==> config.mk <==
export PLATFORM = sky130hd
export DESIGN_NAME = sap1_ram16x8
export DESIGN_NICKNAME = d
export VERILOG_FILES = /design/src/rtl/sap1_pkg.sv /design/src/rtl/sap1_ram_array.sv /design/src/rtl/sap1_ram16x8.sv
export SDC_FILE = /design/constraint.sdc
export NUM_CORES = 1
export LEC_CHECK = 0
export ABC_AREA = 1
export BUFFER_PORTS_ARGS = -buffer_cell sky130_fd_sc_hd__buf_4
export CAP_MARGIN = 10
export CORE_ASPECT_RATIO = 0.75
export CORE_MARGIN = 2
export CORE_UTILIZATION = 62
export CTS_BUF_LIST = sky130_fd_sc_hd__clkbuf_4 sky130_fd_sc_hd__clkbuf_8
export DETAILED_ROUTE_END_ITERATION = 10
export PLACE_DENSITY_LB_ADDON = 0.1
export SLEW_MARGIN = 20
export SYNTH_ARGS = -nofsm -noshare
export SYNTH_HDL_FRONTEND = slang
export SYNTH_SLANG_ARGS = --single-unit
==> constraint.sdc <==
create_clock -name clk -period 2.4 [get_ports clk]
set_clock_uncertainty 0.05 [all_clocks]
set_input_delay 0.24 -clock clk [delete_from_list [all_inputs] [get_ports clk]]
set_output_delay 0.24 -clock clk [all_outputs]
set_load 0.05 [all_outputs]
==> src/rtl/sap1_pkg.sv <==
// rtl/sap1_pkg.sv - shared SAP-1 constants, RAM FSM state type and demo-program table
package sap1_pkg;

    localparam int ADDR_W = 4;
    localparam int DATA_W = 8;

    localparam logic [3:0] OP_LDA = 4'h0;
    localparam logic [3:0] OP_ADD = 4'h1;
    localparam logic [3:0] OP_SUB = 4'h2;
    localparam logic [3:0] OP_OUT = 4'hE;
    localparam logic [3:0] OP_HLT = 4'hF;

    typedef enum logic [1:0] {
        ST_CLEAR = 2'd0,
        ST_READY = 2'd1,
        ST_WACK  = 2'd2
    } ram_state_t;

    // Demo program: A = mem[9] + mem[A] - mem[B], print it, halt.
    function automatic logic [DATA_W-1:0] preload_word(
        input logic [ADDR_W-1:0] a,
        input logic [DATA_W-1:0] fill
    );
        case (a)
            4'h0:    return {OP_LDA, 4'h9};
            4'h1:    return {OP_ADD, 4'hA};
            4'h2:    return {OP_SUB, 4'hB};
            4'h3:    return {OP_OUT, 4'h0};
            4'h4:    return {OP_HLT, 4'h0};
            4'h9:    return 8'h10;
            4'hA:    return 8'h14;
            4'hB:    return 8'h18;
            default: return fill;
        endcase
    endfunction

endpackage

==> src/rtl/sap1_ram_array.sv <==
// rtl/sap1_ram_array.sv - 2**ADDR_W x DATA_W register file, sync write, async read
// Ports: clk; we/waddr/wdata write port; raddr/rdata combinational read port.
module sap1_ram_array #(
    parameter int DATA_W = 8,
    parameter int ADDR_W = 4
) (
    input  logic              clk,
    input  logic              we,
    input  logic [ADDR_W-1:0] waddr,
    input  logic [DATA_W-1:0] wdata,
    input  logic [ADDR_W-1:0] raddr,
    output logic [DATA_W-1:0] rdata
);

    logic [DATA_W-1:0] mem [2**ADDR_W];

    // No reset on the storage; the top-level clear sweep initialises it.
    always_ff @(posedge clk) begin
        if (we) begin
            mem[waddr] <= wdata;
        end
    end

    assign rdata = mem[raddr];

endmodule

==> src/rtl/sap1_ram16x8.sv <==
// rtl/sap1_ram16x8.sv - SAP-1 16x8 program/data RAM with loader handshake and clear sweep
// Ports: clk, clr (sync active-high); addr/ce -> data_out/out_en read path;
//        prog, wr_valid/wr_addr/wr_data -> wr_ready loader port; busy during sweep.
// Build option: SAP1_RAM_PRELOAD_EN makes the sweep load a demo program.
module sap1_ram16x8 #(
    parameter int                DATA_W    = 8,
    parameter int                ADDR_W    = 4,
    parameter logic [DATA_W-1:0] CLEAR_VAL = '0
) (
    input  logic              clk,
    input  logic              clr,
    input  logic [ADDR_W-1:0] addr,
    input  logic              ce,
    output logic [DATA_W-1:0] data_out,
    output logic              out_en,
    input  logic              prog,
    input  logic              wr_valid,
    input  logic [ADDR_W-1:0] wr_addr,
    input  logic [DATA_W-1:0] wr_data,
    output logic              wr_ready,
    output logic              busy
);

    import sap1_pkg::*;

    localparam int PKG_AW = sap1_pkg::ADDR_W;
    localparam int PKG_DW = sap1_pkg::DATA_W;

    ram_state_t        state, state_next;
    logic [ADDR_W-1:0] ptr, ptr_next;
    logic              we;
    logic [ADDR_W-1:0] waddr;
    logic [DATA_W-1:0] wdata;
    logic [DATA_W-1:0] sweep_data;
    logic [DATA_W-1:0] rdata;

`ifdef SAP1_RAM_PRELOAD_EN
    assign sweep_data = DATA_W'(preload_word(PKG_AW'(ptr), PKG_DW'(CLEAR_VAL)));
`else
    assign sweep_data = CLEAR_VAL;
`endif

    always_ff @(posedge clk) begin
        if (clr) begin
            state <= ST_CLEAR;
            ptr   <= '0;
        end else begin
            state <= state_next;
            ptr   <= ptr_next;
        end
    end

    // Every write is gated by !clr so a clr edge never commits a loader
    // word or advances the sweep.
    always_comb begin
        state_next = state;
        ptr_next   = ptr;
        we         = 1'b0;
        waddr      = wr_addr;
        wdata      = wr_data;
        wr_ready   = 1'b0;
        case (state)
            ST_CLEAR: begin
                we       = !clr;
                waddr    = ptr;
                wdata    = sweep_data;
                ptr_next = ptr + ADDR_W'(1);
                if (ptr == {ADDR_W{1'b1}}) begin
                    state_next = ST_READY;
                end
            end
            ST_READY: begin
                wr_ready = prog;
                if (prog && wr_valid) begin
                    we         = !clr;
                    state_next = ST_WACK;
                end
            end
            ST_WACK: begin
                state_next = ST_READY;
            end
            default: begin
                state_next = ST_CLEAR;
                ptr_next   = '0;
            end
        endcase
    end

    sap1_ram_array #(
        .DATA_W (DATA_W),
        .ADDR_W (ADDR_W)
    ) u_array (
        .clk   (clk),
        .we    (we),
        .waddr (waddr),
        .wdata (wdata),
        .raddr (addr),
        .rdata (rdata)
    );

    assign busy     = (state == ST_CLEAR);
    assign out_en   = !ce && !prog && (state != ST_CLEAR);
    assign data_out = out_en ? rdata : '0;

endmodule

### Yosys cells after proc, flatten, opt, wreduce, memory -nomap -nowiden

Memory sizes are Yosys's and may differ from the RTL's.
Index checks and enable logic that the tools add are counted.

* register bits after elaboration: 6
* bits in writable memories: 128
* input bits: 21
* logic and storage cells: 31
* memories kept: 1

* add/subtract/negate cells: 1
* equality and inequality tests: 5
* mux-type cells: 12
* reduce and logical (&&, ||, !) cells: 10

Memories
* u_array.mem: depth 16, bits a word 8, rd ports 1, clocked after Yosys merged registers in 0, wr ports 1, RTL line sap1_ram_array.sv:15 `logic [DATA_W-1:0] mem [2**ADDR_W];`

Operator list (count)
* 8-bit 2-to-1 mux: 2
* 4-bit one-hot mux with 2 select lines: 1
* 2-bit one-hot mux with 3 select lines: 1
* 4-bit by 1-bit adder with 4-bit output, second input constant: 1
* 4-bit equality test, second input constant: 1
* 1-bit 2-to-1 mux: 4
* 2-bit 2-to-1 mux: 2
* 4-bit 2-to-1 mux: 1
* 1-bit logical AND: 3
* 1-bit logical NOT: 3
* 2-bit by 1-bit equality test with 1-bit output, second input constant: 1
* 2-bit equality test, second input constant: 1
* 2-bit logical NOT: 1
* 2-bit by 1-bit inequality test with 1-bit output, second input constant: 1
* 2-bit inequality test, second input constant: 1
* 1-bit one-hot mux with 2 select lines: 1
* 2-bit AND reduction: 1
* 2-bit nonzero test: 1
* 2-bit OR reduction: 1

### Logic depth before layout (Yosys ltp)

Gate-level depths: netlist of run 1.

* word-level depth: 5
* depth in mapped cells: 9
* mapped depth without buffers: 8

### Modules after synthesis

Synthesis of run 1 repeated with hierarchy kept, for this count alone.

* cell total of the unflattened synthesis: 641
* area total of the unflattened synthesis: 6150.9 sq um

By module, submodules not included
* sap1_ram_array: times used 1, cells each 543, area an instance 5606.6 sq um, sequential area each 3843.7 sq um
* sap1_ram16x8: times used 1, cells each 98, area an instance 544.3 sq um, sequential area each 120.1 sq um

### Worst setup path before layout of run 1

Ideal clock, no wire load.

* path type: reg-to-output
* from: register state[0]
* to: output data_out[0]
* data arrival time: 3445 ps
* setup slack: -1335 ps
* cell stages (with the launch flop): 7
* buffers on the path: 1
* cell sequence: dfxtp_1 -> inv_1 -> ha_1 -> buf_2 -> nor3_1 -> inv_1 -> a21oi_1

* cells in the longest elaborated chain, start to end: 3

Ends and longest elaborated chain
* start, declared: RTL line sap1_ram16x8.sv:29 `ram_state_t state, state_next;`
* start signal, assigned: RTL line sap1_ram16x8.sv:48 `state <= state_next;`
* 2-bit nonzero test: RTL line sap1_ram16x8.sv:102 `assign out_en = !ce && !prog && (state != ST_CLEAR);`
* 1-bit logical AND: RTL line sap1_ram16x8.sv:102
* net out_en: RTL line sap1_ram16x8.sv:15 `output logic out_en,`
* 8-bit 2-to-1 mux: RTL line sap1_ram16x8.sv:103 `assign data_out = out_en ? rdata : '0;`
* end, declared: RTL line sap1_ram16x8.sv:14 `output logic [DATA_W-1:0] data_out,`

The timed path passes the listed nets, and every way through them passes these cells.

### Worst setup path in the final report of run 1

* from: register state[0]
* to: output data_out[2]

* cells in the longest elaborated chain, start to end: 3

Ends and longest elaborated chain (RTL line)
* 2-bit nonzero test: sap1_ram16x8.sv:102
* 1-bit logical AND: sap1_ram16x8.sv:102
* 8-bit 2-to-1 mux: sap1_ram16x8.sv:103

No other way between the ends.

==> impl_metrics.py, run 1 <==
metrics = {
    "worst_hold_path": {
        "min_path_type": "input pin to flip-flop",
        "hold_path_depth": 4,
        "hp-start": "clr",
        "hold_end": "state[1]",
    },
    "yosys": {
        "synth_edf_count": 128,
        "syn_inst": 614,
        "yosys_warnings": 0,
        "synth_area_leaders": "edfxtp_1, nand2_1, nand3_1, inv_1, nor2_1",
        "synth_top_cell_area_share": 0.6364,
        "async_reset_ff_frac": 0,
        "syn_area_mm2": 0.006040,
        "avgSynthCellArea_um2": 9.836,
        "synth_cell_type_count": 19,
        "synth_common_cells": "nand2_1, edfxtp_1, inv_1, nand3_1, nor2_1",
        "synth_top_area_cell": "edfxtp_1",
        "ys_seq_area_frac": 0.6563,
        "syn_nets": 642,
        "ys.flop_type": "edfxtp_1",
        "synth.most_common_cell": "nand2_1",
        "synth-seq-cells": 134,
    },
    "power_and_ir_drop": {
        "p_leak_nw": 3.046,
        "max-vdd-ir-drop_mv": 0.8624,
        "power.density_mw_per_mm2": 955.9,
        "total_power_mw": 6.775,
    },
    "timing": {
        "fmax_ghz": 0.4377,
        "setup_tns_ps": 0,
        "worst_pin_slew_ps": 1124,
        "report.final.slew_viol_count": 0,
        "finalSetupViolCount": 0,
        "final.period_utilization": 0.9520,
        "min_period_ps": 2285,
        "slew_headroom": 0.2479,
        "hold_viol_final": 0,
        "worst_slack_ps": 115.2,
        "whs_ps": 46.13,
    },
    "routing": {
        "firstDrtPassIters": 5,
        "vias": 4346,
        "antenna_left": 0,
        "wire_per_inst_um": 16.41,
        "avgViaCountPerCell": 5.372,
        "drt_iter0_markers": 441,
        "post-route-drc-count": 0,
        "wirelength_um": 13280,
    },
    "clocking": {
        "clock_path_buffers": 2,
        "clock_latency_ps": 440,
        "clk_pin_slew_ps": 80,
        "cts_buffers": 17,
        "clock_sinks": 134,
        "root_buffer": "clkbuf_8",
        "htreeDepth": 4,
        "cts_tree": "yes",
    },
    "global_route": {
        "top_usage_layer": "met2",
        "grt_max_degree": 43,
        "grt_util_all_layers": 0.2685,
        "grtUsageMet1": 0.3680,
        "use_met2": 0.4318,
        "grt_pass1_vias": 4123,
        "grt_pass1_wl_um": 20640,
        "grt_antenna_before_repair": 0,
        "overflow": 0,
        "met3_usage": 0.07015,
    },
    "finish": {
        "fin_nets": 692,
        "diodes": 0,
        "drive_above_1_share": 0.1625,
        "fin_util": 0.7398,
        "fill_cells": 695,
        "multi_input_area_mm2": 0.001689,
        "fin_cells": 809,
        "seq_area_mm2": 0.003966,
        "design_area_mm2": 0.007088,
        "areaGrowthSynthToFinish_pct": 17.36,
    },
    "placed_design": {
        "globalplace.congestion": 0.8525,
        "dpl.cell_count": 775,
        "dpl.hpwl_um": 8805,
        "post-place-ws_ps": 310.6,
        "portBuffers": 31,
        "dpl_cell_area_mm2": 0.006616,
    },
    "critical_path": {
        "reg2reg_slack_ps": 240,
        "reg2reg_from": "state[1]",
        "required_ps": 2110,
        "critPathMaxFanout": 21,
        "slowest_stage": "dfxtp_2",
        "critPathKind": "flip-flop to output port",
        "max_stage_delay_ps": 390,
        "start_kind": "flip-flop",
        "reg2reg_depth": 7,
        "worst_setup_path_end_kind": "output port",
        "r2r_end": "u_array.mem[12][5]",
        "crit_arrival_ps": 1990,
        "crit_chain": "inv_2, ha_4, nor3_4, clkinvlp_4, buf_12, a21oi_4, buf_4",
    },
    "die": {
        "die_area_mm2": 0.01055,
        "rows": 31,
        "die_w_um": 118.0,
        "io_pins": 32,
        "fp.dieH_um": 89.48,
        "initial_core_util": 0.6304,
        "core_mm2": 0.009580,
    },
    "job": {
        "drv_cap": 0,
    },
    "status": {
        "status": "finished clean",
    },
}
## area by class of cell
cell class	instances	share of cell area
well taps	132	0.02330
repair buffers	57	0.06955
inverters	93	0.04978
clock buffers	18	0.03495
clock inverters	14	0.02454
flip-flops and latches	134	0.5596
multi-input cells	361	0.2383
## report_power, final
group          internal, mW  switching, mW
clock network          1.06          0.886
logic                 0.455           1.24
registers              3.05         0.0763
## cells in the final DEF, fill, tap and decap left out, types with 4 or more instances in the layout
cell and instances:
nand2_1 204, edfxtp_1 128, inv_1 88, nand3_1 88, buf_4 49, nor2_1 33, clkbuf_8 18, a21oi_4 8
ha_1 6, clkinvlp_4 5, o21ai_0 5, nor2_2 4, inv_2 4, a21oi_1 4, nor3_1 4, inv_6 4
buf_6 4, buf_12 4, dfxtp_1 4
## layer usage
layer	vias to the layer above	part of all wire	routed length [µm]
met5	-	0	0
met2	199	0.46	6151
met1	2047	0.43	5683
met3	12	0.099	1316
met4	0	0.0093	124
li1	2088	-	-
## flip-flops by register name, indices dropped and copies added (netlist names)
| name | count |
|---|---|
| u_array.mem | 128 |
| ptr | 4 |
| state | 2 |
## cell families (layout without fill, tap and decap cells)
| logic type | count (synthesis) | in the layout | synth area share |
|---|---|---|---|
| and+or+nand+nor | 335 | 335 | 0.2281 |
| DFF | 134 | 134 | 0.6563 |
| buffers and inverters | 119 | 182 | 0.08452 |
| AOI/OAI and AO/OA | 19 | 19 | 0.01657 |
| adders and majority gates | 7 | 7 | 0.01450 |
## critical path: cells and delay by family, from the launching register on
family / cells / cell delay, ps
DFF: 1 / 390
buffers and inverters: 4 / 610
AOI/OAI and AO/OA: 1 / 110
adders and majority gates: 1 / 240
and+or+nand+nor: 1 / 200
## what timing repair did
| item | in CTS | in global routing |
|---|---|---|
| hold buffers | 0 | 0 |
| buffers inserted | 1 | 1 |
| gates resized for setup | 0 | 4 |
| setup endpoints to repair | 8 | 8 |
## worst max path at each step
stage | start | end | slack (ps) | depth (start not counted)
after floorplan | state[0] | data_out[0] | -80 | 6
after CTS | state[0] | data_out[5] | 70 | 7
after global routing | state[0] | data_out[2] | -10 | 7
after global placement | state[0] | data_out[5] | 380 | 6
final | state[0] | data_out[2] | 120 | 7
after detailed placement | state[1] | u_array.mem[14][6] | 310 | 7
Power figures use the tool's default switching activity.
==> run 2, diff against run 1 <==
Settings changed: REMOVE_ABC_BUFFERS from default to 1.
==> run 2 against run 1 <==
- final cell count is 1.1% higher
- maximum frequency is 0.71% lower
- via count is 0.60% higher
- total power is 4.0% higher
- sequential power hardly changed
- setup slack worse by 16 ps
- critical path depth stayed put
- register-to-register slack hardly changed
- sequential share of layout area is 0.073 points lower
- core utilization is 0.14 points higher
- clock power is 8% higher
- combinational power is 6% higher
- largest power group unchanged
==> impl_metrics.py, run 2 (synthesis gave the netlist of run 1 again) <==
metrics = {
    "status": {
        "status": "finished clean",
    },
    "placed_design": {
        "dpl.hpwl_um": 9038,
        "post-place-ws_ps": 154.1,
        "dpl.cell_count": 784,
        "dpl_cell_area_mm2": 0.006561,
        "globalplace.congestion": 0.8722,
        "portBuffers": 31,
    },
    "routing": {
        "vias": 4372,
        "firstDrtPassIters": 5,
        "antenna_left": 0,
        "drt_iter0_markers": 467,
        "wirelength_um": 14130,
        "post-route-drc-count": 0,
        "wire_per_inst_um": 17.27,
        "avgViaCountPerCell": 5.345,
    },
    "finish": {
        "areaGrowthSynthToFinish_pct": 17.59,
        "design_area_mm2": 0.007102,
        "diodes": 0,
        "layout_commonest_cell": "nand2_1",
        "largest_register": "u_array.mem",
        "fin_nets": 701,
        "fin_cells": 818,
        "largest_reg_flops": 128,
        "reg_top3": "u_array.mem (128), ptr (4), state (2)",
        "drive_above_1_share": 0.1633,
        "fill_cells": 659,
        "layout_common_cells": "nand2_1, edfxtp_1, inv_1",
    },
    "power_and_ir_drop": {
        "clockPowerShare": 0.300,
        "p_sw_mw": 2.217,
        "share_comb_of_total_power": 0.257,
        "p_leak_nw": 3.100,
        "max-vdd-ir-drop_mv": 0.7830,
        "power.density_mw_per_mm2": 991.8,
        "power.internal_mw": 4.827,
        "swShare": 0.3148,
        "seq_power_share": 0.443,
    },
    "critical_path": {
        "critPathMaxFanout": 8,
        "critPathKind": "flip-flop to output port",
        "required_ps": 2110,
        "worst_setup_path_end_kind": "output port",
        "crit_arrival_ps": 2010,
        "start_kind": "flip-flop",
    },
    "global_route": {
        "grtUsageMet1": 0.3647,
        "grt_util_all_layers": 0.2820,
        "grt_pass1_vias": 4155,
        "grt_pass1_wl_um": 21440,
        "use_met2": 0.4773,
        "grt_antenna_before_repair": 0,
        "top_usage_layer": "met2",
        "met3_usage": 0.06378,
        "overflow": 0,
        "grt_max_degree": 41,
    },
    "die": {
        "fp.dieH_um": 89.48,
        "die_area_mm2": 0.01055,
        "die_w_um": 118.0,
        "initial_core_util": 0.6304,
        "io_pins": 32,
        "core_mm2": 0.009580,
        "rows": 31,
    },
    "timing": {
        "slew_headroom": 0.6384,
        "min_period_ps": 2301,
        "setup_tns_ps": 0,
        "finalSetupViolCount": 0,
        "report.final.slew_viol_count": 0,
        "final.period_utilization": 0.9587,
        "fmax_ghz": 0.4346,
        "hold_viol_final": 0,
        "worst_slack_ps": 99.01,
        "worst_pin_slew_ps": 541.8,
    },
    "clocking": {
        "clock_path_buffers": 2,
        "clock_latency_ps": 440,
        "root_buffer": "clkbuf_8",
        "htreeDepth": 4,
        "clk_pin_slew_ps": 70,
        "cts_tree": "yes",
        "clock_sinks": 134,
        "cts_buffers": 17,
    },
    "worst_hold_path": {
        "min_path_type": "input pin to flip-flop",
    },
    "job": {
        "drv_cap": 0,
    },
}
==> run 2: changes by cell type in the layout (fill, tap and decap cells not counted), moves of 3 or more <==
| cell | before | now |
|---|---|---|
| nor2_1 | 33 | 37 |
| buf_4 | 49 | 59 |
| nor2_2 | 4 | 0 |
| inv_6 | 4 | 0 |
| a21oi_4 | 8 | 0 |
| clkinvlp_4 | 5 | 2 |
| a21oi_2 | 0 | 8 |
| clkinv_4 | 1 | 4 |
==> run 2: cell type report <==
cell class	instances	area, µm²	share of cell area
Timing Repair Buffer	66	548.0	0.07717
Sequential cell	134	3969	0.5588
Inverter	93	352.8	0.04968
Multi-Input combinational cell	361	1613	0.2271
Clock inverter	13	205.2	0.02889
Tap cell	132	165.2	0.02326
Clock buffer	19	249.0	0.03506
==> run 2: through the flow <==
step           power (mW)    util  hold slack, ps
2_1_floorplan       4.132       -           362.9
3_3_place_gp        4.852  0.6849           451.8
3_5_place_dp        4.885  0.6849           473.9
4_1_cts             6.995  0.7331           25.59
5_1_grt             7.337  0.7413           46.96
6_report            7.044  0.7413           47.21
==> run 2: layer usage <==
metal	wire, µm	up-vias
met2	6845	173
met3	1052	29
met4	309	0
li1	-	2103
met1	5919	2067
met5	0	-
==> run 2: repair_timing <==
item / 4_1_cts / 5_1_grt
setup endpoints to repair: 8 / 8
hold buffers: 0 / 0
pin swaps: 0 / 1
setup buffers: 0 / 2
resized for setup: 3 / 17
==> run 2: power by group through the flow <==
stage / registers (mW) / clock network (mW) / logic [mW]
final: 3.12 / 2.11 / 1.81
after global routing: 3.14 / 2.22 / 1.98
after CTS: 3.12 / 2.13 / 1.74
after detailed placement: 3.17 / 0 / 1.72
after global placement: 3.16 / 0 / 1.69
after floorplan: 3.15 / 0 / 0.978
==> run 2: path summary, 6_finish.rpt <==
path	startpoint	endpoint	slack, ps	depth (start not counted)
worst min register to register	state[1]	state[1]	480	2
worst max-delay path	state[0]	data_out[0]	100	7
worst min-delay path	clr	state[0]	50	4
worst max register to register	state[0]	u_array.mem[2][7]	240	8
==> run 2: critical path, stage by stage, from the launching register on <==
cell	delay, ps
dfxtp_4	370
inv_1	90
ha_4	170
nor3_2	160
buf_4	160
clkinvlp_4	220
a21oi_2	220
buf_6	180
